$ cat src/rtl/alu_arbiter.sv
// rtl/alu_arbiter.sv - two-requester arbiter in front of a shared single-cycle ALU
//
// Purpose:
//   Arbitrates between two requesters for one single-cycle ALU. The winning
//   operation is registered onto the ALU drive outputs for one EXEC cycle.
//   The ALU result and zero flag are captured at the end of that cycle.
//   They are then returned to the winner through a valid/ready response.
//   The opcode is forwarded undecoded, so the ALU owns the operation encoding.
//
// Configuration macro:
//   ALU_ARB_FIXED_PRIO_EN - when defined, requester 0 always wins contention.
//                           When undefined, contention is resolved round-robin.
//
// Ports:
//   clk, reset                   rising-edge clock, synchronous active-high reset
//   req{0,1}_valid_i / _ready_o  request handshake per requester
//   req{0,1}_op_i, _a_i, _b_i    opcode and operands per requester
//   resp{0,1}_valid_o / _ready_i response handshake per requester
//   resp_result_o, resp_zero_o   captured ALU result/zero, shared by both responses
//   alu_op_o, alu_a_o, alu_b_o   registered drive to the ALU
//   alu_result_i, alu_zero_i     ALU outputs, sampled at the end of EXEC

module alu_arbiter #(
   parameter int DATA_WIDTH = 32,
   parameter int OP_WIDTH   = 4
) (
   input  logic                  clk,
   input  logic                  reset,

   input  logic                  req0_valid_i,
   output logic                  req0_ready_o,
   input  logic [OP_WIDTH-1:0]   req0_op_i,
   input  logic [DATA_WIDTH-1:0] req0_a_i,
   input  logic [DATA_WIDTH-1:0] req0_b_i,

   input  logic                  req1_valid_i,
   output logic                  req1_ready_o,
   input  logic [OP_WIDTH-1:0]   req1_op_i,
   input  logic [DATA_WIDTH-1:0] req1_a_i,
   input  logic [DATA_WIDTH-1:0] req1_b_i,

   output logic                  resp0_valid_o,
   input  logic                  resp0_ready_i,
   output logic                  resp1_valid_o,
   input  logic                  resp1_ready_i,
   output logic [DATA_WIDTH-1:0] resp_result_o,
   output logic                  resp_zero_o,

   output logic [OP_WIDTH-1:0]   alu_op_o,
   output logic [DATA_WIDTH-1:0] alu_a_o,
   output logic [DATA_WIDTH-1:0] alu_b_o,
   input  logic [DATA_WIDTH-1:0] alu_result_i,
   input  logic                  alu_zero_i
);

   typedef enum logic [1:0] {
      IDLE = 2'd0,
      EXEC = 2'd1,
      RESP = 2'd2
   } state_t;

   state_t                state_q,      state_d;
   logic                  owner_q,      owner_d;
   logic                  last_grant_q, last_grant_d;
   logic [OP_WIDTH-1:0]   alu_op_q,     alu_op_d;
   logic [DATA_WIDTH-1:0] alu_a_q,      alu_a_d;
   logic [DATA_WIDTH-1:0] alu_b_q,      alu_b_d;
   logic [DATA_WIDTH-1:0] result_q,     result_d;
   logic                  zero_q,       zero_d;

   // Requester index that would be accepted this cycle (0 or 1).
   logic                  grant;
   logic                  grant_valid;
   logic                  accept;
   logic                  owner_resp_ready;

   // ------------------------------------------------------------------
   // Grant selection: depends only on the two valids and last_grant_q,
   // never on the opcode or operands.
   // ------------------------------------------------------------------
`ifdef ALU_ARB_FIXED_PRIO_EN
   // Requester 0 has absolute priority. last_grant_q is still maintained
   // so that the register state is identical in both builds.
   always_comb begin
      grant = 1'b1;
      if (req0_valid_i) begin
         grant = 1'b0;
      end
   end
`else
   // Round-robin: under contention the requester that did not win last
   // time goes next. last_grant_q resets to 1 so requester 0 wins first.
   always_comb begin
      grant = 1'b1;
      if (req0_valid_i && req1_valid_i) begin
         grant = ~last_grant_q;
      end else if (req0_valid_i) begin
         grant = 1'b0;
      end
   end
`endif

   assign grant_valid = grant ? req1_valid_i : req0_valid_i;
   assign accept      = (state_q == IDLE) && grant_valid;

   // Ready is gated with reset, so a request is never presented as accepted
   // during the reset cycle, even though the state register updates only at the edge.
   assign req0_ready_o = !reset && (state_q == IDLE) && !grant && req0_valid_i;
   assign req1_ready_o = !reset && (state_q == IDLE) &&  grant && req1_valid_i;

   assign resp0_valid_o = !reset && (state_q == RESP) && !owner_q;
   assign resp1_valid_o = !reset && (state_q == RESP) &&  owner_q;

   // Only the owner's ready completes the response; the other is ignored.
   assign owner_resp_ready = owner_q ? resp1_ready_i : resp0_ready_i;

   // ------------------------------------------------------------------
   // Next-state and datapath load logic
   // ------------------------------------------------------------------
   always_comb begin
      state_d      = state_q;
      owner_d      = owner_q;
      last_grant_d = last_grant_q;
      alu_op_d     = alu_op_q;
      alu_a_d      = alu_a_q;
      alu_b_d      = alu_b_q;
      result_d     = result_q;
      zero_d       = zero_q;

      unique case (state_q)
         IDLE: begin
            if (accept) begin
               owner_d      = grant;
               last_grant_d = grant;
               if (grant) begin
                  alu_op_d = req1_op_i;
                  alu_a_d  = req1_a_i;
                  alu_b_d  = req1_b_i;
               end else begin
                  alu_op_d = req0_op_i;
                  alu_a_d  = req0_a_i;
                  alu_b_d  = req0_b_i;
               end
               state_d = EXEC;
            end
         end

         EXEC: begin
            // The ALU sees stable registered inputs for this whole cycle;
            // its outputs are captured at the closing edge.
            result_d = alu_result_i;
            zero_d   = alu_zero_i;
            state_d  = RESP;
         end

         RESP: begin
            if (owner_resp_ready) begin
               state_d = IDLE;
            end
         end

         default: begin
            state_d = IDLE;
         end
      endcase
   end

   // ------------------------------------------------------------------
   // State registers
   // ------------------------------------------------------------------
   always_ff @(posedge clk) begin
      if (reset) begin
         state_q      <= IDLE;
         owner_q      <= 1'b0;
         last_grant_q <= 1'b1;
         alu_op_q     <= '0;
         alu_a_q      <= '0;
         alu_b_q      <= '0;
         result_q     <= '0;
         zero_q       <= 1'b0;
      end else begin
         state_q      <= state_d;
         owner_q      <= owner_d;
         last_grant_q <= last_grant_d;
         alu_op_q     <= alu_op_d;
         alu_a_q      <= alu_a_d;
         alu_b_q      <= alu_b_d;
         result_q     <= result_d;
         zero_q       <= zero_d;
      end
   end

   assign alu_op_o      = alu_op_q;
   assign alu_a_o       = alu_a_q;
   assign alu_b_o       = alu_b_q;
   assign resp_result_o = result_q;
   assign resp_zero_o   = zero_q;

endmodule

$ cat config.mk
export PLATFORM = sky130hd
export DESIGN_NAME = alu_arbiter
export DESIGN_NICKNAME = d
export VERILOG_FILES = /design/src/rtl/alu_arbiter.sv
export SDC_FILE = /design/constraint.sdc
export NUM_CORES = 1
export LEC_CHECK = 0
export CORE_ASPECT_RATIO = 0.7
export CORE_UTILIZATION = 30
export DETAILED_ROUTE_END_ITERATION = 7
export GPL_ROUTABILITY_DRIVEN = 0
export PLACE_DENSITY = 0.75
export SLEW_MARGIN = 25
export SYNTH_ARGS = -nofsm -noshare
export SYNTH_HDL_FRONTEND = slang
export SYNTH_SLANG_ARGS = --single-unit
$ cat constraint.sdc
create_clock -name clk -period 4.1 [get_ports clk]
set_input_delay 1.23 -clock clk [delete_from_list [all_inputs] [get_ports clk]]
set_output_delay 1.23 -clock clk [all_outputs]
set_load 0.05 [all_outputs]
Word-level counts from Yosys, hierarchy flattened
Index checks and enable logic that the tools add are counted.

$add $sub $neg: 0. $mul: 0. Div/mod/pow operators: 0. Magnitude comparators: 0. Eq/ne operators: 4. Shift-type cells: 0. Multiplexer cells: 10. Bitwise logic cells: 1. Reductions and logical operators: 16.

Operators with widths (count): 32-bit 2-to-1 mux (2); 1-bit logical AND (10); 2-bit one-hot mux with 3 select lines (1); 1-bit 2-to-1 mux (4); 2-bit 2-to-1 mux (2); 4-bit 2-to-1 mux (1); 2-bit != test, second input constant (2); 2-bit AND reduction (2); 1-bit logical NOT (3); 2-bit by 1-bit equality test with 1-bit output, second input constant (1); 2-bit equality test, second input constant (1); 2-bit logical NOT (1); 1-bit NOT (1).

Register bits after elaboration: 105. Latch bits: 0. RAM bits: 0. ROM bits: 0. Output and inout port bits: 105. Logic and storage cells: 39. Memories kept: 0.

Logic depth before layout (Yosys ltp)
Gate-level depths: netlist of run 1.

Depth after elaboration: 6. Mapped depth: 6. Depth with buffers taken out: 3.

Worst setup path before layout of run 1
No wires, ideal clock.

Kind: input port to output port. Start point: input reset. End point: output resp0_valid_o. Data arrival time: 3.226 ns. Data required time: 2.870 ns. Setup slack: -0.356 ns. Stages: 3. Path through: buf_2 > clkbuf_1 > nor4b_1.

Cells in the longest elaborated chain, start to end: 3.

RTL lines: start, declared (line 28) `input logic reset,`; 1-bit logical NOT (line 111) `assign resp0_valid_o = !reset && (state_q == RESP) && !owner_q;`; 1-bit logical AND (2 in a row) (line 111); end, declared (line 42) `output logic resp0_valid_o,`.

No other way between the ends.

Worst setup path after layout of run 1
Start point: input req1_valid_i. End point: output req0_ready_o.

Cells in the longest elaborated chain, start to end: 5.

RTL lines: start, declared (line 36) `input logic req1_valid_i,`; 1-bit logical AND (line 95) `if (req0_valid_i && req1_valid_i) begin`; 1-bit 2-to-1 mux (line 95); 1-bit logical NOT (line 108) `assign req0_ready_o = !reset && (state_q == IDLE) && !grant && req0_valid_i;`; 1-bit logical AND (2 in a row) (line 108); end, declared (line 31) `output logic req0_ready_o,`.

No other way between the ends.

==> results.tsv, run 1 <==
metric	value	unit
mostFrequentLayoutCells	273 x clkdlybuf4s50_1, 105 x dfxtp_1, 73 x a21oi_1	
multiInputGateArea	0.00255	sq mm
syn_area	0.00497	sq mm
synth_edf_count	0	
path_class	in -> out	
ys_types	31	
worstPathRequired	2.87	ns
holdCritPathClass	reg -> reg	
syn2layout_area_growth	64.6	%
placed_area	0.00787	sq mm
diodes	0	
drt_wl_total	17700	um
grt_pass1_wl	27100	um
slew_violations	0	
synth-simple-area-share	0.192	
ios	280	
final_common_cell	clkdlybuf4s50_1	
synth_fa_ha_area_frac	0	
post-route-period-util	0.872	
muxShareOfSynthArea	0.00201	
first_pass_iters	4	
cp_max_fo	5	
grt_max_degree	100	
fmax	0.280	GHz
synthFlopType	dfxtp_1	
via_per_inst	5.09	
drtAntennaViolNets	0	
yosys.area.top_type	dfxtp_1	
synthXorXnorAreaFrac	0	
grt-ovfl-total	0	
power_leakage	2.96	nW
dieArea	0.0171	sq mm
cts_buffers	9	
postCtsSetupBuffers	0	
core_area	0.0158	sq mm
layout_setup_ws	0.527	ns
synth_seq_cells	105	
wl_per_cell	17.1	um
cts_resized	0	
yosys-top-cells-area	dfxtp_1 42%, a21oi_1 7.3%, o32a_1 6.2%, a311oi_2 6.0%, nand2_1 5.1%	
fin_cells	1031	
outcome	complete, no violations	
cts_hold_buf	0	
synth_top_area_frac	0.423	
cts_tree	done	
synth-warning-count	0	
fin_skew	0.00586	ns
cts.sinks	105	
first_iter_violations	319	
dp_hpwl	12200	um
grt_antenna_before_repair	0	
seq_area	0.00210	sq mm
cp-start-kind	input pin	
die_h	110	um
cp-end-kind	primary output	
grt_pass1_vias	5061	
initial_utilization	0.314	
timing.slew.headroom	0.381	
layout.nets	981	
cts.htree.levels	3	
timing.max_cap.violations	0	
tightest_slew	0.929	ns
grt_setup_unrepaired	no	
fin_area	0.00818	sq mm
drive_above_1_share	0.0801	
netlist_instances	571	
clock_path_buffers	2	
crit_arrival	2.34	ns
syn_area_per_cell	8.71	sq um
track_usage	0.203	
async_flop_share	0	
tns	0	ns
dieWidth	156	um
synth_nets	746	
peakVddDrop	0.235	mV
cts_root_buf	clkbuf_16	
row_count	38	
period_needed	3.57	ns
synth_top_family_by_area	compound AO/OA/AOI/OAI gates	
nFillCells	1531	
drcViolationCount	0	
dp_slack	0.526	ns
io_buffer_count	279	
hold_viol	0	
vias	5246	
synth_compound_area_frac	0.312	
power_per_cell_area	409	mW/mm^2
dpl.cell_count	1015	
clk_pin_slew_worst_paths	0.07	ns
setup_violations	0	
ys_seq_area_frac	0.423	
clk_latency	0.35	ns
[kinds of logic (layout without fill, tap and decap cells)]
family,Yosys count,count (layout)
AOI/OAI and AO/OA,210,210
buffers and inverters,70,310
DFF,105,105
and+or+nand+nor,185,185
muxes,1,1
[report_power, final]
part / internal [W] / total, W / switching, W
combinational: 0.000503 / 0.00124 / 0.000741
sequential: 0.00114 / 0.00120 / 0.0000611
clock: 0.000500 / 0.000907 / 0.000407
total: 0.00214 / 0.00335 / 0.00121
[Yosys cell counts (5+ instances only)]
master	count
nand2_1	68
a21boi_0	29
nand3_1	37
buf_4	5
buf_2	12
dfxtp_1	105
o32a_1	31
a311oi_2	20
o21ai_0	34
a21oi_1	73
and3_1	32
a311oi_1	17
buf_6	8
clkbuf_1	38
buf_1	6
nor2b_1	32
[cell type report]
type / instances / share of cell area
multi-input combinational: 396 / 0.311
sequential: 105 / 0.257
tap: 220 / 0.0336
inverter: 1 / 0.000459
clock buffer: 10 / 0.0292
timing repair buffer: 293 / 0.360
clock inverter: 6 / 0.00887
[per-layer routing]
layer  vias up  share of wire  GRT usage
li1       2558              -          -
met1      2497           0.46      0.267
met2       175           0.45      0.332
met3        16          0.073     0.0536
met4         0          0.011     0.0504
met5         -              0          0
[metrics by stage]
| stage | total power (W) | utilization | hold WS [ns] |
|---|---|---|---|
| after floorplan | 0.00199 | - | 0.473 |
| after global placement | 0.00246 | 0.497 | 0.442 |
| after detailed placement | 0.00247 | 0.497 | 0.447 |
| after CTS | 0.00339 | 0.517 | 0.457 |
| after global routing | 0.00350 | 0.517 | 0.470 |
| final | 0.00335 | 0.517 | 0.453 |
[path summary, 6_finish.rpt]
check | start | to | slack [ns] | depth (start not counted)
max reg2reg | last_grant_q$_SDFFE_PP1P_ | alu_a_o[26]$_SDFFE_PP0P_ | 2.13 | 4
max | req1_valid_i | req0_ready_o | 0.53 | 5
min | resp_result_o[12]$_SDFFE_PP0N_ | resp_result_o[12]$_SDFFE_PP0N_ | 0.45 | 2
min reg2reg | resp_result_o[12]$_SDFFE_PP0N_ | resp_result_o[12]$_SDFFE_PP0N_ | 0.45 | 2
[flip-flops by register name, summed over array words and instances, names as in the netlist]
signal,flops
resp_zero_o,1
resp_result_o,32
state_q,2
last_grant_q,1
alu_b_o,32
alu_a_o,32
owner_q,1
alu_op_o,4
[critical path: stages]
cell and delay (ns):
clkdlybuf4s50_1 0.51, nand2b_4 0.12, nand2_1 0.08, nor3_2 0.23
buf_12 0.17
No activity file was read; power rests on OpenSTA's default activity.
==> run 2, diff against run 1 <==
--- a/config.mk
+++ b/config.mk
@@ -6,6 +6,7 @@
 export NUM_CORES = 1
 export LEC_CHECK = 0
 export CORE_ASPECT_RATIO = 0.7
+export CORE_MARGIN = 2
 export CORE_UTILIZATION = 30
 export DETAILED_ROUTE_END_ITERATION = 7
 export GPL_ROUTABILITY_DRIVEN = 0
==> results.tsv, run 2 (synthesized netlist as in run 1, its figures left out) <==
metric	value	unit
outcome	complete, no violations	
clk_latency	0.35	ns
via_per_inst	4.99	
grt_setup_unrepaired	no	
core_area	0.0162	sq mm
cts.sinks	105	
layout.nets	984	
tns	0	ns
clk_pin_slew_worst_paths	0.08	ns
path_cells	clkdlybuf4s50_1, nand2b_4, nand2_1, and3_1, buf_12	
setup_violations	0	
fmax	0.276	GHz
period_needed	3.62	ns
cts_resized	0	
dieWidth	158	um
first_iter_violations	439	
wl_per_cell	16.7	um
fin_util	0.504	
cp-start-kind	input pin	
grt_antenna_before_repair	0	
dp_slack	0.458	ns
die_h	112	um
hold_viol	0	
cts_tree	done	
grt_pass1_wl	26600	um
nFillCells	1528	
slowest_stage	clkdlybuf4s50_1	
drt_wl_total	17300	um
cts_buffers	9	
tightest_slew	0.948	ns
ios	280	
slowest_delay	0.62	ns
cp_max_fo	5	
timing.max_cap.violations	0	
dp_hpwl	11600	um
reg2reg_slack	2.11	ns
grt-ovfl-total	0	
slew_violations	0	
io_buffer_count	279	
drive_above_1_share	0.0823	
timing.slew.headroom	0.368	
clock_path_buffers	2	
first_pass_iters	4	
cp-end-kind	primary output	
mostFrequentLayoutCells	273 x clkdlybuf4s50_1, 105 x dfxtp_1, 73 x a21oi_1	
syn2layout_area_growth	64.7	%
final_common_cell	clkdlybuf4s50_1	
vias	5188	
diodes	0	
cts_hold_buf	0	
initial_utilization	0.306	
whs	0.454	ns
grt_pass1_vias	5018	
worstPathRequired	2.87	ns
power_leakage	2.95	nW
drcViolationCount	0	
power_per_cell_area	402	mW/mm^2
fin_skew	0.00821	ns
cts_root_buf	clkbuf_16	
dieArea	0.0176	sq mm
track_usage	0.190	
layout_setup_ws	0.483	ns
row_count	39	
path_class	in -> out	
grt_max_degree	100	
drtAntennaViolNets	0	
holdCritPathClass	reg -> reg	
peakVddDrop	0.200	mV
crit_arrival	2.39	ns
cts.htree.levels	3	
postCtsSetupBuffers	0	
post-route-period-util	0.882	
run 2: cell types whose count changed in the layout (fill, tap and decap cells not counted), moves of 2 or more:
cell	previous run	this run
inv_6	2	0
clkinvlp_4	0	2
buf_4	14	17
inv_8	1	3
run 2: final cells by class:
| class | count | area [sq um] | area share |
|---|---|---|---|
| multi-input combinational | 396 | 2550 | 0.311 |
| clock inverter | 7 | 62.6 | 0.00764 |
| tap | 225 | 282 | 0.0344 |
| clock buffer | 9 | 225 | 0.0275 |
| timing repair buffer | 296 | 2970 | 0.362 |
| sequential | 105 | 2100 | 0.257 |
| inverter | 1 | 3.75 | 0.000458 |
run 2: path summary, 6_finish.rpt:
kind,from,to,cells after the start
min reg2reg,resp_result_o[10]$_SDFFE_PP0N_,resp_result_o[10]$_SDFFE_PP0N_,2
max,req1_valid_i,req1_ready_o,5
min,resp_result_o[10]$_SDFFE_PP0N_,resp_result_o[10]$_SDFFE_PP0N_,2
max reg2reg,last_grant_q$_SDFFE_PP1P_,alu_a_o[12]$_SDFFE_PP0P_,4
run 2: worst max-delay path, delay by kind of cell:
kind                   cells  cell delay, ns
buffers and inverters      2            0.77
and+or+nand+nor            3            0.38
run 2: power breakdown:
part	total, W	leakage, nW	internal [W]	switching [W]
Sequential	0.00120	0.868	0.00114	0.0000596
Combinational	0.00124	1.94	0.000503	0.000732
Clock	0.000858	0.137	0.000426	0.000432
run 2: layer usage:
metal / global-route usage / share of wire / routed length, um
met4: 0.0412 / 0.0099 / 171
met5: 0 / 0 / 0
met3: 0.0798 / 0.11 / 1830
met2: 0.302 / 0.45 / 7830
met1: 0.240 / 0.43 / 7490
run 2: stage by stage:
step	power (W)	instances	area, sq um
final	0.00329	1039	8190
after global routing	0.00344	1039	8190
after CTS	0.00333	1039	8190
after detailed placement	0.00246	1023	7900
after global placement	0.00246	1023	7900
after floorplan	0.00199	571	4990
==> RTL edit: new RTL, flow settings as in run 2 <==
Add a define of `ALU_ARB_FIXED_PRIO_EN`.
--- a/src/rtl/alu_arbiter.sv
+++ b/src/rtl/alu_arbiter.sv
@@ -20,6 +20,8 @@
 //   alu_op_o, alu_a_o, alu_b_o   registered drive to the ALU
 //   alu_result_i, alu_zero_i     ALU outputs, sampled at the end of EXEC
 
+`define ALU_ARB_FIXED_PRIO_EN
+
 module alu_arbiter #(
    parameter int DATA_WIDTH = 32,
    parameter int OP_WIDTH   = 4
Function: changed (Yosys sat finds a counterexample within 4 cycles, from zero or initial values and one cycle with reset high).
==> RTL edit against run 2 <==
  * Non-clock buffer count is 10 lower
  * Critical path depth is 2 lower
  * Worst hold slack better by 1.6 ps
  * Cell area is 4.7% lower
  * Power is 3.5% lower
  * Sequential cell count is 1 lower
  * Setup slack worse by 70 ps
  * Synthesized cell count is 17% lower
  * Global-route usage is 1.2 points lower
  * Routed wire length is 12% lower
  * Synthesized area is 7.7% lower
  * Largest cell class unchanged
  * Combinational power is 9% lower
  * Critical endpoint unchanged
==> RTL edit: results (changes against run 2) <==
metric;value;unit;change
GRT met1 Usage;20.8;%;-3.1 points
Worst Path Arrival;2460;ps;+70 ps
final wirelength;15200;um;-12%
top cells by area, synth;dfxtp_1 45%, mux2i_1 15%, a21oi_1 9.0%;;
status;finished, final reports clean;;
sequential area share after synthesis;45.4;%;+3.1 points
met2 usage;31.3;%;+1.1 points
worst vdd ir;0.000219;V;+9.8%
Slew HR;41.4;%;+4.6 points
DR WL/cell;16.5;um;-1.0%
met3 usage;5.64;%;-2.3 points
DR iter-0 viols;259;;-41%
Slowest Stage Delay on Critical Path;580;ps;-40 ps
post-DP HPWL;11200;um;-4.0%
worst r2r src;state_q[1];;
worst r2r dst;alu_op_o[0];;
syn nets;650;;-13%
Pleak;2.88;nW;-2.3%
final hold slack;456;ps;+1.64 ps
total number of vias;4500;;-13%
first-pass GRT wire length;23600;um;-12%
Syn Area/Cell;9.66;sq um;+11%
R2R setup slack;2240;ps;+130 ps
Post-DP Area;7500;sq um;-5.0%
pin count of the biggest net entering global routing;71;;-29%
## RTL edit: changes by cell type after synthesis, sizes merged, moves of 6 or more
| cell | before | now |
|---|---|---|
| o21ai | 37 | 0 |
| a211oi | 0 | 69 |
| nand3 | 37 | 0 |
| a311oi | 37 | 0 |
| buf | 31 | 37 |
| a21oi | 73 | 103 |
| and3 | 32 | 0 |
| clkbuf | 38 | 15 |
| nor2b | 32 | 1 |
| a21boi | 31 | 0 |
| mux2i | 1 | 69 |
| o32a | 31 | 0 |
## RTL edit: worst max-delay path by stage
stage,endpoint,slack (ps)
final,req1_ready_o,410
after global routing,req1_ready_o,350
after CTS,req1_ready_o,400
after detailed placement,req1_ready_o,410
after global placement,req1_ready_o,430
after floorplan,req1_ready_o,250
## RTL edit: routing by layer
metal | share of wire [%] | vias up | routed length, um
met3 | 6.7 | 27 | 1020
met4 | 1.8 | 0 | 280
met2 | 49 | 184 | 7470
met5 | 0 | - | 0
li1 | - | 2205 | -
met1 | 42 | 2084 | 6410
## RTL edit: power by group
group	internal (mW)	leakage (nW)	switching [mW]
Sequential	1.12	0.860	0.0670
Combinational	0.459	1.88	0.675
Clock	0.478	0.147	0.382
Total	2.05	2.88	1.12
## RTL edit: critical path: cells and delay by family
family / cells / cell delay, ps
AND/OR/NAND/NOR: 1 / 450
buffers and inverters: 2 / 770
## RTL edit: layout make-up
class	count	area, sq um
clock buffer	10	229
clock inverter	6	66.3
fill	1373	7010
multi-input combinational	319	2290
sequential	104	2080
tap	195	244
timing repair buffer	286	2900
## RTL edit: cells by family after synthesis
family | count (synthesis) | synth area share, %
compound gates | 172 | 26.3
buf+inv | 52 | 5.72
flops | 104 | 45.4
mux | 69 | 15.0
simple gates | 78 | 7.55
